`src/rtl/vga_vsync_ctrl.sv`:
```
// rtl/vga_vsync_ctrl.sv - vertical timing generator: v_sync, h_sync_en gate, active line index, end-of-frame strobe
module vga_vsync_ctrl #(
  parameter int LINE_CYCLES = 1792,
  parameter int V_PULSE     = 2,
  parameter int V_BACK      = 29,
  parameter int V_ACTIVE    = 480,
  parameter int V_FRONT     = 10
) (
  input  logic       clk,
  input  logic       reset,
  output logic       v_sync,
  output logic       h_sync_en,
  output logic [9:0] v_line,
  output logic       frame_done
);

  localparam int V_TOTAL = V_PULSE + V_BACK + V_ACTIVE + V_FRONT;

  localparam logic [1:0] VS = 2'd0;
  localparam logic [1:0] VB = 2'd1;
  localparam logic [1:0] VA = 2'd2;
  localparam logic [1:0] VF = 2'd3;

  localparam logic [10:0] CYC_LAST = 11'(LINE_CYCLES - 1);
  localparam logic [9:0]  VS_END   = 10'(V_PULSE - 1);
  localparam logic [9:0]  VB_END   = 10'(V_PULSE + V_BACK - 1);
  localparam logic [9:0]  VA_END   = 10'(V_PULSE + V_BACK + V_ACTIVE - 1);
  localparam logic [9:0]  LN_LAST  = 10'(V_TOTAL - 1);
  localparam logic [9:0]  ACT_LAST = 10'(V_ACTIVE - 1);

  logic [10:0] cyc;
  logic [9:0]  ln;
  logic [9:0]  act;
  logic [1:0]  state;
  logic        line_end;

  assign line_end = (cyc == CYC_LAST);

  // Outputs decode the pre-edge counters, so they trail cyc/ln by one cycle.
  always_ff @(posedge clk) begin
    if (!reset) begin
      cyc        <= '0;
      ln         <= '0;
      act        <= '0;
      state      <= VS;
      v_sync     <= 1'b1;
      h_sync_en  <= 1'b0;
      v_line     <= '0;
      frame_done <= 1'b0;
    end else begin
      v_sync     <= (state != VS);
      h_sync_en  <= (state == VA);
      v_line     <= (state == VA) ? act : '0;
      frame_done <= (state == VA) && (act == ACT_LAST) && line_end;

      if (line_end) begin
        cyc <= '0;
        ln  <= (ln == LN_LAST) ? '0 : ln + 10'd1;
        case (state)
          VS: if (ln == VS_END) state <= VB;
          VB: if (ln == VB_END) state <= VA;
          VA: begin
            // act stays 0 outside VA so v_line restarts cleanly each frame
            if (ln == VA_END) begin
              state <= VF;
              act   <= '0;
            end else begin
              act <= act + 10'd1;
            end
          end
          VF: if (ln == LN_LAST) state <= VS;
          default: state <= VS;
        endcase
      end else begin
        cyc <= cyc + 11'd1;
      end
    end
  end

endmodule

```
`config.mk`:
```
export PLATFORM = sky130hd
export DESIGN_NAME = vga_vsync_ctrl
export DESIGN_NICKNAME = d
export VERILOG_FILES = /design/src/rtl/vga_vsync_ctrl.sv
export SDC_FILE = /design/constraint.sdc
export NUM_CORES = 1
export LEC_CHECK = 0
export CORE_MARGIN = 4
export CORE_UTILIZATION = 45
export CTS_BUF_LIST = sky130_fd_sc_hd__clkbuf_4
export DETAILED_ROUTE_END_ITERATION = 8
export HOLD_SLACK_MARGIN = 0.08
export PLACE_DENSITY = 0.75
export SETUP_SLACK_MARGIN = 0.15
export SLEW_MARGIN = 10
export SYNTH_ARGS = -nofsm -noshare
export SYNTH_HDL_FRONTEND = slang
export SYNTH_SLANG_ARGS = --single-unit
```
`constraint.sdc`:
```
create_clock -name clk -period 1.9 [get_ports clk]
set_input_delay 0.38 -clock clk [delete_from_list [all_inputs] [get_ports clk]]
set_output_delay 0.38 -clock clk [all_outputs]
set_load 0.02 [all_outputs]
```
# ---- After elaboration in Yosys (flattened, before gate mapping)
# Index checks and enable logic that the tools add are counted.
dict set report word_totals {
  wordCells 40
  output_inout_bits 13
  regBits 46
}
dict set report op_classes {
  n_reduce_logical 8
  n_mux 7
  n_bitwise 1
  addsub 3
  n_eq_ne 13
}
# op n
set ops {}
lappend ops {{$add 10x1->10 const B} 2}
lappend ops {{$eq 10x9->1 const B} 2}
lappend ops {{$mux 10} 2}
lappend ops {{$add 11x1->11 const B} 1}
lappend ops {{$eq 11x11->1 const B} 1}
lappend ops {{$eq 10x1->1 const B} 1}
lappend ops {{$eq 10x10->1 const B} 1}
lappend ops {{$eq 10x5->1 const B} 1}
lappend ops {{$mux 2} 4}
lappend ops {{$pmux 2 s4} 1}
lappend ops {{$ne 2x2->1 const B} 3}
lappend ops {{$reduce_and 5->1} 1}
lappend ops {{$eq 2x2->1 const B} 2}
lappend ops {{$reduce_and 2->1} 2}
lappend ops {{$eq 2x1->1 const B} 1}
lappend ops {{$logic_and 1x1->1} 2}
lappend ops {{$logic_not 2->1} 1}
lappend ops {{$ne 2x1->1 const B} 1}
lappend ops {{$reduce_bool 2->1} 1}
lappend ops {{$reduce_or 2->1} 1}
lappend ops {{$not 1->1} 1}

# ---- Logic depth before layout (Yosys ltp)
# Gate-level depths: netlist of the first run.
dict set report depth {
  word_depth 3
  mapped_depth 8
  mapped_depth_nobuf 7
}

# ---- Least setup slack after synthesis of the first run
# No wires, ideal clock.
dict set report synth_path {
  kind {reg-to-reg}
  from {register cyc[0]}
  to {register ln[9]}
  n_path_buf 0
  stages_incl_launch_ff 7
  required_ps 1830
  setup_slack_ps 52
  arrival_time_ps 1778
  cell_sequence {dfxtp_1 > ha_1 > nand2_1 > nor4_4 > nand2_2 > or4_1 > a21oi_1}
}
dict set report synth_via {
  elab_chain_cells 1
}
# element line_no
set synth_lines {}
lappend synth_lines {{from (decl)} 31} ;# logic [10:0] cyc;
lappend synth_lines {{from (signal assigned)} 75} ;# cyc <= cyc + 11'd1;
lappend synth_lines {{$eq 11x11->1} 37} ;# assign line_end = (cyc == CYC_LAST);
lappend synth_lines {{to (signal assigned)} 58} ;# ln <= (ln == LN_LAST) ? '0 : ln + 10'd1;
lappend synth_lines {{to (decl)} 32} ;# logic [9:0] ln;
# No other way between the ends.
# A chain may end at the register's enable or synchronous reset.

# ---- Worst setup path after layout of the first run
dict set report layout_path {
  from {register v_line[0]}
  to {output port v_line[0]}
}
# element line_no
set layout_rtl {}
lappend layout_rtl {{from (decl)} 13} ;# output logic [9:0] v_line,
lappend layout_rtl {{from (signal assigned)} 53} ;# v_line <= (state == VA) ? act : '0;
# No word-level cell between the ends.

==> impl_results.md, run 1 <==
- Final setup vio count: 0
- CP bufs+invs: 1
- Crit path max-delay cell type: clkdlybuf4s50_1
- Standard-cell rows: 24
- Final hold slack: 0.463 ns
- Starting density of the core: 47.3%
- Register Area: approximately 940 um2
- Clk Tree Root Cell: clkbuf_4
- FMAX: 597 MHz
- Syn nets: 255
- DRT iter0 DRCs: 204
- WS Path Type: reg -> out
- Crit path arrival time: 1.30 ns
- Post-Synth Adder-Cell Area: 6.00%
- Avg Cell Area, Syn: 8.58 um2
- CTS tree: built
- Total CTS buffers: 5
- Largest net degree at the start of global routing: 15
- Slew at the pin closest to its max-slew limit: 0.343 ns
- Inserted Diodes: 0
- Routed WL: between 4000 and 5000 um
- Clock skew: 0.0152 ns
- EDFF count, synth: 0
- Worst-path fanout max: 1
- Setup WS pre-CTS: ~0.07 ns
- XOR/XNOR Fraction of Synth Area: under 10%
- Placed Area: between 2000 and 2500 um2
- Layout cells sized above 1: 19.6%
- Crit-path cells: clkdlybuf4s50_1
- Yosys reg bits: 46
- HP Class: reg -> reg
- Pleak: 0.00101 uW
- Sequential share of the synthesized area: 44.2%
- CTS Hold Bufs: 0
- Grt total ovfl: 0
- Total Routing Usage GR: between 10% and 20%
- Normalized max-slew margin: between 70% and 80%
- Final antenna-violating net count: 0
- Post-synthesis cell area: 2090 um2
- CP Launch Type: register
- RSZ-0062 raised after global routing: yes
- Post-route DRC: 0
- Synth Area in Simple Gates: between 20% and 30%
- Die Wd: 76.1 um
- Final instance area: 2560 um2
- Hold Vio Cnt, Final: 0
- Post-synthesis mux area share: 1.92%
- Status: finished, final reports clean
- Final Max Tran Viols: 0
- Dominant synthesized flop cell: dfxtp_1
- IO buf count: 14
- Distinct cell type count after synthesis: 37
- Post-route setup TNS: 0 ns
- Post-route setup slack: 0.224 ns
- Placer Congestion: 0.820
- Slowest cell delay on critical path: 0.60 ns
- Layout area overhead: 23.0%
- Fill cell count: 384
- Nets@finish: 287
- Delay-heaviest family, CP: buffers and inverters
- Minimum clock period: 1.68 ns
- CTS max path bufs: 2
- Vias in the first global route: ~1600
- First-pass GRT wire length: 7400 um
- Initial antenna violation count: 0
- Area of the multi-input gates: approximately 1200 um2
- Via count: 1835
- Period utilisation layout: about 88%
- Compound-Gate Fraction of Synth Area: 11.8%
- Drt via density: 5.59
- Routed length per instance: 13.7 um
- Post-synth ARST share: 0%
- CP Capture Type: primary output
- DP HPWL: 3020 um
- Max-cap violation count: 0
- Largest family of logic cells by synthesized area: simple AND/OR/NAND/NOR gates
- CP Data Required Time: 1.52 ns
- Post-synthesis cell count: 243
- Peak VDD IR: between 0.2 and 0.3 mV
- Std-Cell Core Area: 4410 um2
- H-tree lvl count: 2
- 1st-pass router iterations: 4
- Die Area: 5790 um2
- Synth Warn #: 0
- Boundary pin count: 15
- Pwr dens: 583 nW/um2
- Clk_lat worst skew: 0.37 ns
- Die H: 76.1 um
- Clk pin slew, worst setup/hold paths: roughly 0.13 ns
- CTS sink cnt: 46
## metrics by stage
stage / power (uW) / instances / util [%]
after floorplan: 1020 / 243 / -
final: 1500 / 328 / 58.1
after global placement: 1040 / 313 / 54.1
after detailed placement: 1040 / 313 / 54.1
after global routing: 1550 / 328 / 58.1
after CTS: 1500 / 322 / 55.8
## area by class of cell
type	count	share of cell area, %
timing repair buffer	37	12.3
inverter	8	1.17
clock inverter	2	0.341
multi-input combinational	177	45.3
tap	52	2.54
sequential	46	36.5
clock buffer	6	1.76
## registers in the layout (all words and copies together) (netlist names)
signal      flops
act            10
cyc            11
frame_done      1
h_sync_en       1
ln             10
state           2
v_line         10
v_sync          1
## logic make-up (layout without fill, tap and decap cells)
| logic type | after synthesis | in the layout |
|---|---|---|
| XOR/XNOR | 8 | 8 |
| flip-flops | 46 | 46 |
| multiplexers | 4 | 4 |
| adder cells (fa/ha/maj) | 10 | 10 |
| AND/OR/NAND/NOR | 113 | 113 |
| buffers and inverters | 20 | 53 |
| AO/OA/AOI/OAI | 42 | 42 |
## report_power, final
part / internal, uW / total (uW) / switching [uW]
Clock: 154 / 463 / 310
Combinational: 24.2 / 54.2 / 30.0
Sequential: 971 / 978 / 7.07
## layer usage
layer	share of wire, %	GRT usage [%]
met5	0	0
met4	1.5	5.24
met3	6.1	4.26
met2	47	24.1
met1	46	19.7
## repair_timing
item | in CTS | in global routing
pin swaps | 1 | 2
buffers inserted | 1 | 6
endpoints found under the setup margin | 12 | 20
resized for setup | 4 | 18
## worst paths after layout
check / from / cells after the start / slack [ns] / end
worst max-delay path: v_line[0]$_SDFF_PN0_ / 1 / 0.22 / v_line[0]
worst min-delay path: cyc[0]$_SDFF_PP0_ / 1 / 0.46 / cyc[0]$_SDFF_PP0_
worst max register to register: ln[6]$_SDFFE_PN0P_ / 7 / 0.25 / state[1]$_SDFFE_PN0P_
worst min register to register: cyc[0]$_SDFF_PP0_ / 1 / 0.46 / cyc[0]$_SDFF_PP0_
## placed cells by master, fill, tap and decap left out, types with 2 or more instances in the layout
| cell type | instances |
|---|---|
| nand3_1 | 14 |
| clkdlybuf4s50_1 | 14 |
| ha_1 | 9 |
| xnor2_1 | 6 |
| buf_4 | 22 |
| inv_1 | 8 |
| or3_1 | 2 |
| and3_1 | 19 |
| dfxtp_2 | 7 |
| nor3_1 | 4 |
| mux2i_1 | 4 |
| dfxtp_4 | 2 |
| a31oi_1 | 6 |
| a21oi_1 | 14 |
| nand3_2 | 2 |
| nor2_1 | 25 |
| o21ai_0 | 13 |
| clkbuf_4 | 6 |
| nand2_1 | 18 |
| dfxtp_1 | 37 |
| xor2_1 | 2 |
| and2_0 | 2 |
| nand4_1 | 2 |
| or4_1 | 3 |
| nand2_2 | 2 |
| nor4_4 | 2 |
| o21a_1 | 4 |
| nand3b_1 | 5 |
## synth_stat cells (all sizes together) (5+ instances only)
master	instances	area (um2)
nand3	17	90.1
ha	10	125
dfxtp	46	921
nand2	21	81.3
o21ai	13	65.1
nand3b	5	37.5
a21oi	14	70.1
a31oi	6	37.5
clkbuf	11	41.3
inv	8	30.0
nor2	25	93.8
xnor2	6	52.6
and3	21	131
(Power assumes the default switching activity.)
==> run 2: changes to the inputs <==
Settings changed: CTS_CLUSTER_SIZE set to 8.
==> results of run 2 <==
No change in the layout: final DEF, timing and power equal those of run 1.
==> run 3: changes to the inputs <==
Settings changed: CELL_PAD_IN_SITES_DETAIL_PLACEMENT set to 2, CELL_PAD_IN_SITES_GLOBAL_PLACEMENT set to 2, CORE_UTILIZATION 45 to 33, HOLD_SLACK_MARGIN 0.08 to not set, PLACE_DENSITY 0.75 to 0.85.
==> impl_results.md, run 3 (synthesis gave the netlist of run 1 again) <==
- DP HPWL: around 4500 um
- Layout cells sized above 1: 31.9%
- M2 GR Usage: 34.2%
- Minimum clock period: 1.83 ns
- Peak VDD IR: 0.269 mV
- Via count: 2045
- Drt via density: 5.63
- RR Endpoint: ln[9]$_SDFFE_PN0P_
- Cell count of the worst reg-to-reg path: 6
- Die H: slightly below 90 um
- Standard-cell rows: 28
- Area of the multi-input gates: 1280 um2
- Post-route DRC: 0
- Die Area: between 7000 and 8000 um2
- Crit path arrival time: 2.14 ns
- Register Area: roughly 950 um2
- Total Routing Usage GR: 18.6%
- Final antenna-violating net count: 0
- Die Wd: 87.5 um
- DRT iter0 DRCs: 75
- WS Path Type: reg -> reg
- Vias in the first global route: about 2100
- FMAX: roughly 550 MHz
- Total CTS buffers: 5
- Fill cell count: 649
- CTS max path bufs: 2
- CTS sink cnt: 46
- Largest Register: cyc
- Most frequent cells in the layout: dfxtp_1, buf_4, nor2_1
- 1st-pass router iterations: 4
- IO buf count: 14
- Setup WS pre-CTS: -0.00570 ns
- Max-cap violation count: 0
- GR Util met1: a little over a fifth
- Worst-path fanout max: 6
- Clk pin slew, worst setup/hold paths: 0.15 ns
- Final Util: 47.3%
- Post-route setup TNS: 0 ns
- Initial antenna violation count: 0
- Boundary pin count: 15
- Placer Congestion: 0.761
- Status: finished, final reports clean
- Clk Tree Root Cell: clkbuf_4
- Nets@finish: 299
- HP Class: reg -> reg
- Placed Cells: between 300 and 400
- Post-route setup slack: around 0.07 ns
- Normalized max-slew margin: 70.2%
- Worst reg2reg startpoint: cyc[7]$_SDFF_PP0_
- CP Launch Type: register
- Pwr dens: 537 nW/um2
- Grt total ovfl: 0
- CP Data Required Time: 2.21 ns
- First-pass GRT wire length: 10900 um
- CTS Hold Bufs: 0
- Starting density of the core: 34.6%
- Hold Vio Cnt, Final: 0
- Slew at the pin closest to its max-slew limit: 0.447 ns
- Most common cell after layout, fill and taps aside: dfxtp_1
- Largest net degree at the start of global routing: 16
- Gr busiest metal: met2
- Grt met3 use: ~2.8%
- CP Capture Type: register
- Pleak: 0.00116 uW
- Routed length per instance: between 20 and 25 um
- Post-Layout Cell Count: 363
- Hold Startpoint: cyc[10]$_SDFF_PP0_
- Hold Path Depth: 2
- H-tree lvl count: 2
- R2R setup slack: 0.07 ns
- CTS tree: built
- Hold path endpoint: cyc[10]$_SDFF_PP0_
- RSZ-0062 raised after global routing: yes
- Routed WL: 8080 um
- Clock skew: 0.0206 ns
- Final setup vio count: 0
- Layout area overhead: 36.7%
- Period utilisation layout: 96.3%
- Total power: 1530 uW
- Max reg flops: 11
- Std-Cell Core Area: about 6000 um2
- Clk_lat worst skew: 0.37 ns
- Final Max Tran Viols: 0
- Inserted Diodes: 0
==> run 3: changes by cell type in the layout (fill, tap and decap cells not counted), sizes merged <==
cell	change
dlymetal6s2s	+3
clkdlybuf4s50	-3
clkbuf	-1
buf	+12
clkinvlp	+1
==> run 3: what timing repair did <==
item,4_1_cts,5_1_grt
setup endpoints to repair,22,26
gates cloned,0,0
pin swaps,2,24
gates resized for setup,20,50
buffers inserted,6,9
==> run 3: power by group <==
group	leakage, uW	internal, uW	total [uW]	switching, uW
combinational	0.000751	26.8	64.2	37.4
sequential	0.000379	968	974	5.65
clock	0.0000312	145	492	347
total	0.00116	1140	1530	390
==> run 3: critical path, stage by stage (launching register included) <==
cell and delay, ns:
dfxtp_2 0.41, nand2_1 0.15, nor4_4 0.37, buf_6 0.18, nand2_4 0.07, or4_4 0.44
a21oi_2 0.15
==> run 3: worst max path at each step <==
stage / slack (ns) / to / depth (start not counted) / from
final: 0.07 / ln[9]$_SDFFE_PN0P_ / 6 / cyc[7]$_SDFF_PP0_
after global routing: -0.02 / act[7]$_SDFFE_PN0P_ / 6 / ln[3]$_SDFFE_PN0P_
after CTS: 0.13 / ln[9]$_SDFFE_PN0P_ / 6 / cyc[4]$_SDFF_PP0_
after detailed placement: -0.006 / act[6]$_SDFFE_PN0P_ / 6 / cyc[1]$_SDFF_PP0_
after global placement: 0.12 / act[6]$_SDFFE_PN0P_ / 6 / cyc[1]$_SDFF_PP0_
after floorplan: 0.15 / act[6]$_SDFFE_PN0P_ / 6 / cyc[1]$_SDFF_PP0_
==> run 3: layout make-up <==
cell class | instances | share of cell area [%]
multi-input cells | 177 | 45.1
flip-flops and latches | 46 | 33.3
repair buffers | 49 | 15.2
well taps | 75 | 3.29
clock buffers | 5 | 1.32
inverters | 8 | 1.05
clock inverters | 3 | 0.746
==> run 3: metal layers <==
metal	vias up	wire length, um	part of all wire [%]
li1	943	-	-
met1	1049	3310	41
met2	39	4350	54
met3	14	227	2.8
met4	0	192	2.4
met5	-	0	0
==> run 3: per-stage QoR <==
stage / cell area [um2] / hold slack, ns
6_report: 2850 / 0.537
5_1_grt: 2850 / 0.573
4_1_cts: 2610 / 0.506
3_5_place_dp: 2450 / 0.458
3_3_place_gp: 2450 / 0.440
2_1_floorplan: 2110 / 0.432
